`src/rtl/mem_refill_pkg.sv`:
```
// Shared types for the data-cache refill controller: FSM states, write-buffer entry, defaults.
package mem_refill_pkg;

    localparam int WBUF_DEPTH_DEFAULT = 4;

    typedef enum logic [2:0] {
        IDLE  = 3'd0,
        DRAIN = 3'd1,
        REQ   = 3'd2,
        WAIT  = 3'd3,
        FILL  = 3'd4,
        STORE = 3'd5
    } state_e;

    typedef struct packed {
        logic [29:0] word_addr;
        logic [1:0]  lane;
        logic [7:0]  data;
    } wbuf_entry_t;

    function automatic logic [3:0] lane_be(input logic [1:0] lane);
        return 4'b0001 << lane;
    endfunction

endpackage

```
`src/rtl/mem_refill_if.sv`:
```
// Pipeline-side and memory-side signals of the refill controller in one bundle.
interface mem_refill_if;

    logic        ld_req;
    logic        st_req;
    logic [31:0] addr_in;
    logic [31:0] st_data;
    logic        cache_hit;
    logic        stall;
    logic        fill_valid;
    logic [31:0] fill_data;
    logic        mem_req_valid;
    logic        mem_req_ready;
    logic        mem_req_we;
    logic [31:0] mem_req_addr;
    logic [31:0] mem_req_wdata;
    logic [3:0]  mem_req_be;
    logic        mem_rsp_valid;
    logic [31:0] mem_rsp_data;

    modport master (
        input  ld_req, st_req, addr_in, st_data, cache_hit,
        input  mem_req_ready, mem_rsp_valid, mem_rsp_data,
        output stall, fill_valid, fill_data,
        output mem_req_valid, mem_req_we, mem_req_addr, mem_req_wdata, mem_req_be
    );

    modport slave (
        output ld_req, st_req, addr_in, st_data, cache_hit,
        output mem_req_ready, mem_rsp_valid, mem_rsp_data,
        input  stall, fill_valid, fill_data,
        input  mem_req_valid, mem_req_we, mem_req_addr, mem_req_wdata, mem_req_be
    );

endinterface

```
`src/rtl/mem_refill_ctrl_wbuf_fifo.sv`:
```
// Posted byte-store buffer (module wbuf_fifo); exists only in builds with MEM_REFILL_WBUF_EN.
`ifdef MEM_REFILL_WBUF_EN
module wbuf_fifo
    import mem_refill_pkg::*;
#(
    parameter int DEPTH = WBUF_DEPTH_DEFAULT
) (
    input  logic        clk,
    input  logic        rst_n,
    input  logic        i_push,
    input  wbuf_entry_t i_push_entry,
    input  logic        i_pop,
    output wbuf_entry_t o_head,
    output logic        o_empty,
    output logic        o_full
);

    localparam int PTR_W = $clog2(DEPTH);
    localparam int CNT_W = PTR_W + 1;

    wbuf_entry_t      r_mem [DEPTH];
    logic [PTR_W-1:0] r_wr_ptr;
    logic [PTR_W-1:0] r_rd_ptr;
    logic [CNT_W-1:0] r_count;
    logic             w_push;
    logic             w_pop;

    assign w_push  = i_push && !o_full;
    assign w_pop   = i_pop && !o_empty;
    assign o_empty = (r_count == '0);
    assign o_full  = (r_count == CNT_W'(DEPTH));
    assign o_head  = r_mem[r_rd_ptr];

    // Power-of-two depth lets the pointers wrap by plain overflow.
    always_ff @(posedge clk or negedge rst_n) begin
        if (!rst_n) begin
            r_wr_ptr <= '0;
            r_rd_ptr <= '0;
            r_count  <= '0;
        end else begin
            if (w_push) r_wr_ptr <= r_wr_ptr + PTR_W'(1);
            if (w_pop)  r_rd_ptr <= r_rd_ptr + PTR_W'(1);
            if (w_push && !w_pop)      r_count <= r_count + CNT_W'(1);
            else if (w_pop && !w_push) r_count <= r_count - CNT_W'(1);
        end
    end

    always_ff @(posedge clk) begin
        if (w_push) r_mem[r_wr_ptr] <= i_push_entry;
    end

endmodule
`endif

```
`src/rtl/mem_refill_ctrl.sv`:
```
// Load-miss refill and byte-store controller sharing one memory port.
// MEM_REFILL_WBUF_EN adds a posted write buffer; otherwise each store blocks in STORE.
module mem_refill_ctrl
    import mem_refill_pkg::*;
#(
    parameter int WBUF_DEPTH = WBUF_DEPTH_DEFAULT
) (
    input logic          clk,
    input logic          rst_n,
    mem_refill_if.master bus
);

    if (WBUF_DEPTH < 2 || (WBUF_DEPTH & (WBUF_DEPTH - 1)) != 0) begin : g_bad_depth
        $error("WBUF_DEPTH must be a power of two >= 2");
    end

    state_e      r_state;
    state_e      w_state_nxt;
    logic [31:0] r_addr;
    logic [31:0] r_rsp_data;
    logic        w_miss;
    logic        w_wr_valid;
    logic [31:0] w_wr_addr;
    logic [31:0] w_wr_wdata;
    logic [3:0]  w_wr_be;
    logic        w_st_stall;

    assign w_miss = bus.ld_req && !bus.cache_hit;

`ifdef MEM_REFILL_WBUF_EN
    wbuf_entry_t w_push_entry;
    wbuf_entry_t w_head;
    logic        w_empty;
    logic        w_full;
    logic        w_pop;

    assign w_push_entry = '{word_addr: bus.addr_in[31:2], lane: bus.addr_in[1:0], data: bus.st_data[7:0]};
    // The read FSM owns the port outside IDLE/DRAIN, so the buffer only drains there.
    assign w_wr_valid   = !w_empty && (r_state == IDLE || r_state == DRAIN);
    assign w_pop        = w_wr_valid && bus.mem_req_ready;
    assign w_wr_addr    = {w_head.word_addr, 2'b00};
    assign w_wr_be      = lane_be(w_head.lane);
    assign w_wr_wdata   = {4{w_head.data}};
    assign w_st_stall   = bus.st_req && w_full;

    wbuf_fifo #(.DEPTH(WBUF_DEPTH)) u_wbuf (
        .clk          (clk),
        .rst_n        (rst_n),
        .i_push       (bus.st_req),
        .i_push_entry (w_push_entry),
        .i_pop        (w_pop),
        .o_head       (w_head),
        .o_empty      (w_empty),
        .o_full       (w_full)
    );
`else
    logic [31:0] r_st_addr;
    logic [7:0]  r_st_byte;

    always_ff @(posedge clk) begin
        if (r_state == IDLE && !w_miss && bus.st_req) begin
            r_st_addr <= bus.addr_in;
            r_st_byte <= bus.st_data[7:0];
        end
    end

    assign w_wr_valid = (r_state == STORE);
    assign w_wr_addr  = {r_st_addr[31:2], 2'b00};
    assign w_wr_be    = lane_be(r_st_addr[1:0]);
    assign w_wr_wdata = {4{r_st_byte}};
    assign w_st_stall = 1'b0;
`endif

    always_ff @(posedge clk or negedge rst_n) begin
        if (!rst_n) r_state <= IDLE;
        else        r_state <= w_state_nxt;
    end

    always_ff @(posedge clk) begin
        if (r_state == IDLE && w_miss)            r_addr     <= {bus.addr_in[31:2], 2'b00};
        if (r_state == WAIT && bus.mem_rsp_valid) r_rsp_data <= bus.mem_rsp_data;
    end

    // Outputs are forced low for the whole reset assertion, even with a miss on the inputs.
    always_comb begin
        w_state_nxt       = r_state;
        bus.stall         = 1'b0;
        bus.fill_valid    = 1'b0;
        bus.fill_data     = '0;
        bus.mem_req_valid = 1'b0;
        bus.mem_req_we    = 1'b0;
        bus.mem_req_addr  = '0;
        bus.mem_req_wdata = '0;
        bus.mem_req_be    = '0;
        if (rst_n) begin
            case (r_state)
                IDLE: begin
                    if (w_miss) begin
                        bus.stall = 1'b1;
`ifdef MEM_REFILL_WBUF_EN
                        w_state_nxt = w_empty ? REQ : DRAIN;
`else
                        w_state_nxt = REQ;
`endif
                    end
`ifndef MEM_REFILL_WBUF_EN
                    else if (bus.st_req) w_state_nxt = STORE;
`endif
                end
                DRAIN: begin
                    bus.stall = 1'b1;
`ifdef MEM_REFILL_WBUF_EN
                    if (w_empty) w_state_nxt = REQ;
`else
                    w_state_nxt = REQ;
`endif
                end
                REQ: begin
                    bus.stall         = 1'b1;
                    bus.mem_req_valid = 1'b1;
                    bus.mem_req_addr  = r_addr;
                    if (bus.mem_req_ready) w_state_nxt = WAIT;
                end
                WAIT: begin
                    bus.stall = 1'b1;
                    if (bus.mem_rsp_valid) w_state_nxt = FILL;
                end
                FILL: begin
                    bus.stall      = 1'b1;
                    bus.fill_valid = 1'b1;
                    bus.fill_data  = r_rsp_data;
                    w_state_nxt    = IDLE;
                end
`ifndef MEM_REFILL_WBUF_EN
                STORE: begin
                    bus.stall = 1'b1;
                    if (bus.mem_req_ready) w_state_nxt = IDLE;
                end
`endif
                default: w_state_nxt = IDLE;
            endcase
            if (w_st_stall) bus.stall = 1'b1;
            if (w_wr_valid) begin
                bus.mem_req_valid = 1'b1;
                bus.mem_req_we    = 1'b1;
                bus.mem_req_addr  = w_wr_addr;
                bus.mem_req_wdata = w_wr_wdata;
                bus.mem_req_be    = w_wr_be;
            end
        end
    end

endmodule

```
`src/flat_wrapper.sv`:
```
// flat-port wrapper written by rule: the top's interface ports become plain ports
module mem_refill_ctrl_flat import mem_refill_pkg::*;
#(
    parameter int WBUF_DEPTH = WBUF_DEPTH_DEFAULT
)
  (clk, rst_n, bus_ld_req, bus_st_req, bus_addr_in, bus_st_data, bus_cache_hit, bus_mem_req_ready, bus_mem_rsp_valid, bus_mem_rsp_data, bus_stall, bus_fill_valid, bus_fill_data, bus_mem_req_valid, bus_mem_req_we, bus_mem_req_addr, bus_mem_req_wdata, bus_mem_req_be);
  mem_refill_if bus_i ();
  input logic clk;
  input logic rst_n;
  input wire logic [$bits(bus_i.ld_req)-1:0] bus_ld_req;
  input wire logic [$bits(bus_i.st_req)-1:0] bus_st_req;
  input wire logic [$bits(bus_i.addr_in)-1:0] bus_addr_in;
  input wire logic [$bits(bus_i.st_data)-1:0] bus_st_data;
  input wire logic [$bits(bus_i.cache_hit)-1:0] bus_cache_hit;
  input wire logic [$bits(bus_i.mem_req_ready)-1:0] bus_mem_req_ready;
  input wire logic [$bits(bus_i.mem_rsp_valid)-1:0] bus_mem_rsp_valid;
  input wire logic [$bits(bus_i.mem_rsp_data)-1:0] bus_mem_rsp_data;
  output wire logic [$bits(bus_i.stall)-1:0] bus_stall;
  output wire logic [$bits(bus_i.fill_valid)-1:0] bus_fill_valid;
  output wire logic [$bits(bus_i.fill_data)-1:0] bus_fill_data;
  output wire logic [$bits(bus_i.mem_req_valid)-1:0] bus_mem_req_valid;
  output wire logic [$bits(bus_i.mem_req_we)-1:0] bus_mem_req_we;
  output wire logic [$bits(bus_i.mem_req_addr)-1:0] bus_mem_req_addr;
  output wire logic [$bits(bus_i.mem_req_wdata)-1:0] bus_mem_req_wdata;
  output wire logic [$bits(bus_i.mem_req_be)-1:0] bus_mem_req_be;
  assign bus_i.ld_req = bus_ld_req;
  assign bus_i.st_req = bus_st_req;
  assign bus_i.addr_in = bus_addr_in;
  assign bus_i.st_data = bus_st_data;
  assign bus_i.cache_hit = bus_cache_hit;
  assign bus_i.mem_req_ready = bus_mem_req_ready;
  assign bus_i.mem_rsp_valid = bus_mem_rsp_valid;
  assign bus_i.mem_rsp_data = bus_mem_rsp_data;
  assign bus_stall = bus_i.stall;
  assign bus_fill_valid = bus_i.fill_valid;
  assign bus_fill_data = bus_i.fill_data;
  assign bus_mem_req_valid = bus_i.mem_req_valid;
  assign bus_mem_req_we = bus_i.mem_req_we;
  assign bus_mem_req_addr = bus_i.mem_req_addr;
  assign bus_mem_req_wdata = bus_i.mem_req_wdata;
  assign bus_mem_req_be = bus_i.mem_req_be;
  mem_refill_ctrl #(.WBUF_DEPTH(WBUF_DEPTH)) u_core (.clk(clk), .rst_n(rst_n), .bus(bus_i));
endmodule
```
`config.mk`:
```
export PLATFORM = sky130hd
export DESIGN_NAME = mem_refill_ctrl_flat
export DESIGN_NICKNAME = d
export VERILOG_FILES = /design/src/rtl/mem_refill_pkg.sv /design/src/rtl/mem_refill_if.sv /design/src/rtl/mem_refill_ctrl_wbuf_fifo.sv /design/src/rtl/mem_refill_ctrl.sv /design/src/flat_wrapper.sv
export SDC_FILE = /design/constraint.sdc
export NUM_CORES = 1
export LEC_CHECK = 0
export CORE_MARGIN = 2
export CORE_UTILIZATION = 40
export DETAILED_ROUTE_END_ITERATION = 7
export PLACE_DENSITY = 0.92
export SKIP_CTS_REPAIR_TIMING = 1
export SYNTH_ARGS = -nofsm -noshare
export SYNTH_HDL_FRONTEND = slang
export SYNTH_SLANG_ARGS = --single-unit
```
`constraint.sdc`:
```
create_clock -name clk -period 7.9 [get_ports clk]
set_clock_uncertainty 0.2 [all_clocks]
set_input_delay 1.975 -clock clk [delete_from_list [all_inputs] [get_ports clk]]
set_output_delay 1.975 -clock clk [all_outputs]
set_load 0.02 [all_outputs]
```
==> reports/results.md, run 1 <==
| Result | Value |
|---|---|
| Global-route wire length before repair | 13,700 um |
| CP Buf/Inv Count | 2 |
| RR Endpoint | u_core.r_st_addr[10] |
| Endpoints failing setup | 0 |
| Setup repair after global routing missed its margin | no |
| Max stage delay on crit path | 820 ps |
| Die area | 11,300 um2 |
| # port buffers | 180 |
| Reg clk slew, reported paths | 90 ps |
| # IOs | 207 |
| Comb power frac | 26.1% |
| Insertion delay to the later sink of the worst-skew pair | 360 ps |
| Final hold violation count | 0 |
| Vias in the first global route | 2,746 |
| Total of fill cells in the finished design | 788 |
| Max-slew violation total from the final report | 0 |
| Depth of the CTS H-tree | 3 |
| Setup slack, reg-to-reg | 5810 ps |
| Fin Setup TNS | 0 ps |
| Share of the core filled with cells | 59.7% |
| Actual slew at the worst max-slew pin | 895 ps |
| Max Fclk | 153 MHz |
| Worst Hold Path EP | u_core.r_state[2] |
| Clock tree root buffer cell | sky130_fd_sc_hd__clkbuf_8 |
| Result of the run | completed |
| TritonCTS clock tree | built |
| Routability Congestion | 0.837 |
| Hold_sp | u_core.r_state[2] |
| Sw frac | 29.1% |
| Largest net degree at the start of global routing | 44 |
| Height of the die | 107 um |
| Number of clock sinks | 105 |
| Part of the power in registers | 51.2% |
| DR vias | 2,653 |
| Synthesized area | 4200 um2 |
| Slowest cell on the critical path | sky130_fd_sc_hd__and3_1 |
| Number of max-cap violations | 0 |
| Power per Cell Area | 234 nW/um2 |
| Kind of capture point of the worst setup path | primary output |
| Vias/cell | 4.81 |
| Slew HR | 40.4% |
| Core box area | 10,300 um2 |
| Post-DP HPWL | 6340 um |
| Synthesized area per cell | 16.6 um2 |
| Number of search-and-repair iterations in the first detailed-routing pass | 4 |
| Standard-cell row count | 37 |
| Kind of critical path | in2out |
| Switching pwr | 418 uW |
| Count of antenna diodes in the layout | 0 |
| Critical Path Fanout Max | 33 |
| HP Class | reg2reg |
| Crit path DAT | 4380 ps |
| Launch instance of the worst register-to-register path | u_core.r_state[0] |
| Yosys warning total | 0 |
| Area grow syn2layout | 45.9% |
| Iter 0 DRT Violations | 151 |
| Initial Utilization | 40.9% |
| Final wirelength | 9010 um |
| Global router's overall resource usage | 15.9% |
| Number of nets at the end of the flow | 514 |
| Overall overflow remaining after global route | 0 |
| Type of origin of the critical path | input pin |
| CTS buffer count | 9 |
| Power share of the clock group | 22.7% |
| Fin crit share | 82.9% |
| Cell-internal power | 1020 uW |
| Cell count after synthesis | 254 |
| CP Cell Sequence | clkdlybuf4s50_1 -> and3_1 -> and2_1 -> clkdlybuf4s50_1 |
| Kind of cell adding the most delay to the critical path | buffers and inverters |
| Average wire per standard cell | 16.3 um |
| Leakage power summed over all cells | 0.00208 uW |
| Layout cells sized above 1 | 6.25% |
| Antenna violations before repair | 0 |
| Flops & latches, synth | 105 |
| Sum of internal, switching and leakage power | 1440 uW |
| Die boundary width | 107 um |
| Time the worst path needs with I/O delays and setup | 6550 ps |
| Number of DRC violations after detailed routing | 0 |
| IR drop worst, VDD | 0.126 mV |
| Post-synth cell types | 31 |
| Min-Delay Path Depth | 2 |
| Sequential cell area fraction in the yosys report | 74.6% |
| Largest buffer count on any clock path | 2 |
| Worst R2R Path Depth | 4 |
| Data required time of the critical path | 5730 ps |
| Antenna Violating Nets Remaining | 0 |
| Most repeated library cell on the critical path | sky130_fd_sc_hd__clkdlybuf4s50_1 |
==> per-layer routing <==
layer	up-vias	GRT usage [%]	routed length [um]
met5	-	0	0
met4	0	6.86	212
met3	19	5.21	589
met2	132	28.0	4720
met1	1265	17.7	3480
li1	1237	-	-
==> how the worst max path moves through the flow <==
| stage | start | endpoint | slack, ps | cells after the start |
|---|---|---|---|---|
| floorplan | bus_ld_req | u_core.r_st_addr[0] | 830 | 2 |
| global placement | rst_n | bus_fill_data[18] | 1450 | 4 |
| detailed placement | rst_n | bus_fill_data[2] | 1290 | 4 |
| CTS | rst_n | bus_fill_data[2] | 1290 | 4 |
| global route | rst_n | bus_fill_data[2] | 1150 | 4 |
| finish | rst_n | bus_fill_data[2] | 1350 | 4 |
==> sequential cells by signal (all words and copies together), names as in the netlist <==
| name | flops |
|---|---|
| u_core.r_rsp_data | 32 |
| u_core.r_st_addr | 32 |
| u_core.r_addr | 30 |
| u_core.r_st_byte | 8 |
| u_core.r_state | 3 |
==> cells in the final DEF (no fill, tap or decap), drive strengths merged, types with 2 or more instances in the layout <==
cell type,count
and2,41
edfxtp,102
nor2,4
nor4b,2
clkinv,2
conb,2
nor2b,2
buf,5
inv,3
and3,4
nand2,6
clkdlybuf4s50,180
clkinvlp,2
dfrtp,3
a22o,30
a21oi,3
clkbuf,10
==> layout make-up <==
cell class / count / area [um2] / area share, %
sequential: 105 / 3140 / 51.2
timing repair buffer: 185 / 1840 / 30.0
multi-input combinational: 108 / 781 / 12.7
tap: 136 / 170 / 2.77
clock buffer: 10 / 128 / 2.08
clock inverter: 6 / 66.3 / 1.08
inverter: 2 / 10.0 / 0.163
==> cell usage after synthesis, drive strengths merged <==
cell type / n / area, um2
nor3: 1 / 5.00
nor2: 4 / 15.0
and3b: 1 / 8.76
nand3: 1 / 5.00
nand2: 6 / 22.5
a22o: 30 / 263
nor3b: 1 / 12.5
buf: 37 / 282
inv: 2 / 10.0
nand2b: 1 / 6.26
and3: 4 / 25.0
a31o: 1 / 8.76
and2: 41 / 257
o41ai: 1 / 27.5
nor4b: 2 / 17.5
o22a: 1 / 8.76
mux2i: 1 / 10.0
o311a: 1 / 10.0
mux2: 1 / 11.3
conb: 1 / 3.75
dfrtp: 3 / 75.1
o21ai: 1 / 5.00
o31ai: 1 / 7.51
a21oi: 3 / 15.0
edfxtp: 102 / 3060
a31oi: 1 / 6.26
nor2b: 2 / 12.5
clkbuf: 3 / 11.3
==> logic make-up (layout without fill, tap and decap cells) <==
| group | Yosys count | in the layout | share of synthesized area [%] |
|---|---|---|---|
| buffers and inverters | 42 | 203 | 7.20 |
| and+or+nand+nor | 64 | 64 | 9.20 |
| muxes | 2 | 2 | 0.506 |
| other | 1 | 2 | 0.0892 |
| DFF | 105 | 105 | 74.6 |
| AOI/OAI and AO/OA | 40 | 40 | 8.36 |
==> tightest hold or removal path: stages (launching register included) <==
cell                      delay [ps]
sky130_fd_sc_hd__dfrtp_1         490
sky130_fd_sc_hd__nand2_1          90
sky130_fd_sc_hd__o31ai_1          60
==> per-stage QoR <==
stage / cells / instance area, um2 / hold WS [ps] / worst slack [ps]
2_1_floorplan: 255 / 4210 / 385 / 827
3_3_place_gp: 536 / 5940 / 440 / 1450
3_5_place_dp: 536 / 5940 / 463 / 1290
4_1_cts: 552 / 6130 / 478 / 1290
5_1_grt: 552 / 6130 / 525 / 1150
6_report: 552 / 6130 / 479 / 1350
==> power groups by stage <==
stage / sequential [uW] / clock (uW) / combinational [uW]
final: 735 / 326 / 374
after global placement: 741 / 0 / 367
after global routing: 742 / 361 / 401
after CTS: 734 / 336 / 379
after detailed placement: 748 / 0 / 377
after floorplan: 730 / 0 / 226
Power figures use the tool's default switching activity.
==> run 2, diff against run 1 <==
==> constraint.sdc (replaced) <==
create_clock -name clk -period 6.66 [get_ports clk]
set_clock_uncertainty 0.2 [all_clocks]
set_input_delay 1.665 -clock clk [delete_from_list [all_inputs] [get_ports clk]]
set_output_delay 1.665 -clock clk [all_outputs]
set_load 0.02 [all_outputs]
==> run 2 against run 1 <==
Against the previous run: wire length up 1.8%; sequential cell count did not move; hold slack improved by 22 ps; final area increased by 0.61%; worst setup slack lost 600 ps; core utilization increased by 0.37 points; clock power grew 26%; cell count increased by 0.18%; non-clock buffer count is 2 higher; critical path type unchanged; critical endpoint is now bus_fill_data[22]; largest power group unchanged; highest routed layer is now met5.
==> reports/results.md, run 2 (same netlist as run 1, synthesis figures left out) <==
| Result | Value |
|---|---|
| Reg clk slew, reported paths | 80 ps |
| Kind of capture point of the worst setup path | primary output |
| Height of the die | 107 um |
| Initial Utilization | 40.9% |
| Type of origin of the critical path | input pin |
| Actual slew at the worst max-slew pin | 1100 ps |
| CTS buffer count | 9 |
| DR vias | 2,643 |
| WHS | 501 ps |
| Final cell count without fillers | 553 |
| Top library cells by usage in the layout, fill and taps aside | sky130_fd_sc_hd__clkdlybuf4s50_1, sky130_fd_sc_hd__edfxtp_1, sky130_fd_sc_hd__and2_1 |
| Insertion delay to the later sink of the worst-skew pair | 360 ps |
| Number of max-cap violations | 0 |
| Total of fill cells in the finished design | 781 |
| Average wire per standard cell | 16.6 um |
| Setup repair after global routing missed its margin | no |
| Most repeated library cell on the critical path | sky130_fd_sc_hd__clkdlybuf4s50_1 |
| Vias/cell | 4.78 |
| Share of the core filled with cells | 60.0% |
| Antenna Violating Nets Remaining | 0 |
| Biggest regs | u_core.r_rsp_data x32, u_core.r_st_addr x32, u_core.r_addr x30 |
| Slowest cell on the critical path | sky130_fd_sc_hd__and3_1 |
| Endpoints failing setup | 0 |
| Time the worst path needs with I/O delays and setup | 5910 ps |
| Setup slack of the critical path after layout | 745 ps |
| Most common cell after layout, fill and taps aside | sky130_fd_sc_hd__clkdlybuf4s50_1 |
| HP Class | reg2reg |
| Footprint of the flip-flops and latches | 3140 um2 |
| TritonCTS clock tree | built |
| Busiest layer in global routing | met2 |
| Min-Delay Path Depth | 2 |
| Area grow syn2layout | 46.8% |
| CP Cell Sequence | clkdlybuf4s50_1 -> and3_1 -> and2_1 -> clkdlybuf4s50_1 |
| # port buffers | 180 |
| Iter 0 DRT Violations | 65 |
| Final wirelength | 9170 um |
| Layout cells sized above 1 | 6.95% |
| DP Worst Slack | 728 ps |
| Number of search-and-repair iterations in the first detailed-routing pass | 4 |
| Slew HR | 26.2% |
| Global router's overall resource usage | 16.3% |
| Number of clock sinks | 105 |
| Largest net degree at the start of global routing | 41 |
| Max stage delay on crit path | 800 ps |
| Depth of the CTS H-tree | 3 |
| Post-DP HPWL | 6620 um |
| Die area | 11,300 um2 |
| Kind of critical path | in2out |
| Leakage power summed over all cells | 0.00212 uW |
| Max-slew violation total from the final report | 0 |
| Crit path DAT | 4050 ps |
| Routability Congestion | 0.766 |
| Final hold violation count | 0 |
| Critical Path Fanout Max | 33 |
| Overall overflow remaining after global route | 0 |
| Count of antenna diodes in the layout | 0 |
| Number of nets at the end of the flow | 516 |
| Power per Cell Area | 281 nW/um2 |
| Fraction of met2 tracks used by global routing | 27.8% |
| Standard-cell row count | 37 |
| Vias in the first global route | 2,808 |
| Global-route wire length before repair | 14,000 um |
| Number of DRC violations after detailed routing | 0 |
| Fin crit share | 88.8% |
| # IOs | 207 |
| Die boundary width | 107 um |
| Result of the run | completed |
| Max Fclk | 169 MHz |
| Footprint of the multi-input gates | 791 um2 |
| Antenna violations before repair | 1 |
| Largest buffer count on any clock path | 2 |
| Core box area | 10,300 um2 |
| Number of cells in the design after placement | 538 |
| Data required time of the critical path | 4800 ps |
| IR drop worst, VDD | 0.197 mV |
| Global-route track usage on met1 | 17.6% |
| Clock tree root buffer cell | sky130_fd_sc_hd__clkbuf_8 |
| Worst R2R Path Depth | 4 |
| Fin Setup TNS | 0 ps |
| GR Util met3 | 7.30% |
==> run 2: routing by layer <==
layer | vias up | wire [um] | part of all wire [%]
li1 | 1243 | - | -
met1 | 1233 | 3430 | 37
met2 | 149 | 4510 | 49
met3 | 16 | 1040 | 11
met4 | 2 | 170 | 1.9
met5 | - | 13 | 0.14
==> run 2: metrics by stage <==
step | power (uW) | instance area [um2]
after CTS | 1760 | 6170
final | 1740 | 6170
after detailed placement | 1350 | 5960
after floorplan | 1130 | 4210
after global routing | 1810 | 6170
after global placement | 1330 | 5960
==> run 2: layout make-up <==
type	instances	share of cell area, %
multi-input cells	108	12.8
repair buffers	187	30.1
clock buffers	10	2.07
flip-flops and latches	105	50.9
clock inverters	5	1.28
well taps	136	2.76
inverters	2	0.162
==> run 2: critical path: cells and delay by family <==
kind                   cells  cell delay, ps
buffers and inverters      2            1330
AND/OR/NAND/NOR            2            1040
==> run 2: worst paths after layout <==
check                      slack [ps]               from                end
setup / recovery                  750              rst_n  bus_fill_data[22]
hold / removal                    500  u_core.r_state[2]  u_core.r_state[2]
setup reg to reg                 4050  u_core.r_state[2]  u_core.r_addr[19]
hold reg to reg                   500  u_core.r_state[2]  u_core.r_state[2]
max in group asynchronous        4590              rst_n  u_core.r_state[2]
min in group asynchronous        1390              rst_n  u_core.r_state[1]
==> run 2: power by group <==
group          internal [uW]  switching (uW)
Sequential               826            48.3
Clock                    210             202
Combinational            211             240
Total                   1250             490
==> run 3, diff against run 2 <==
--- a/config.mk
+++ b/config.mk
@@ -10,6 +10,7 @@
 export DETAILED_ROUTE_END_ITERATION = 7
 export PLACE_DENSITY = 0.92
 export SKIP_CTS_REPAIR_TIMING = 1
+export SKIP_LAST_GASP = 1
 export SYNTH_ARGS = -nofsm -noshare
 export SYNTH_HDL_FRONTEND = slang
 export SYNTH_SLANG_ARGS = --single-unit
==> results of run 3 <==
Final layout, timing and power as in run 2 (identical DEF).
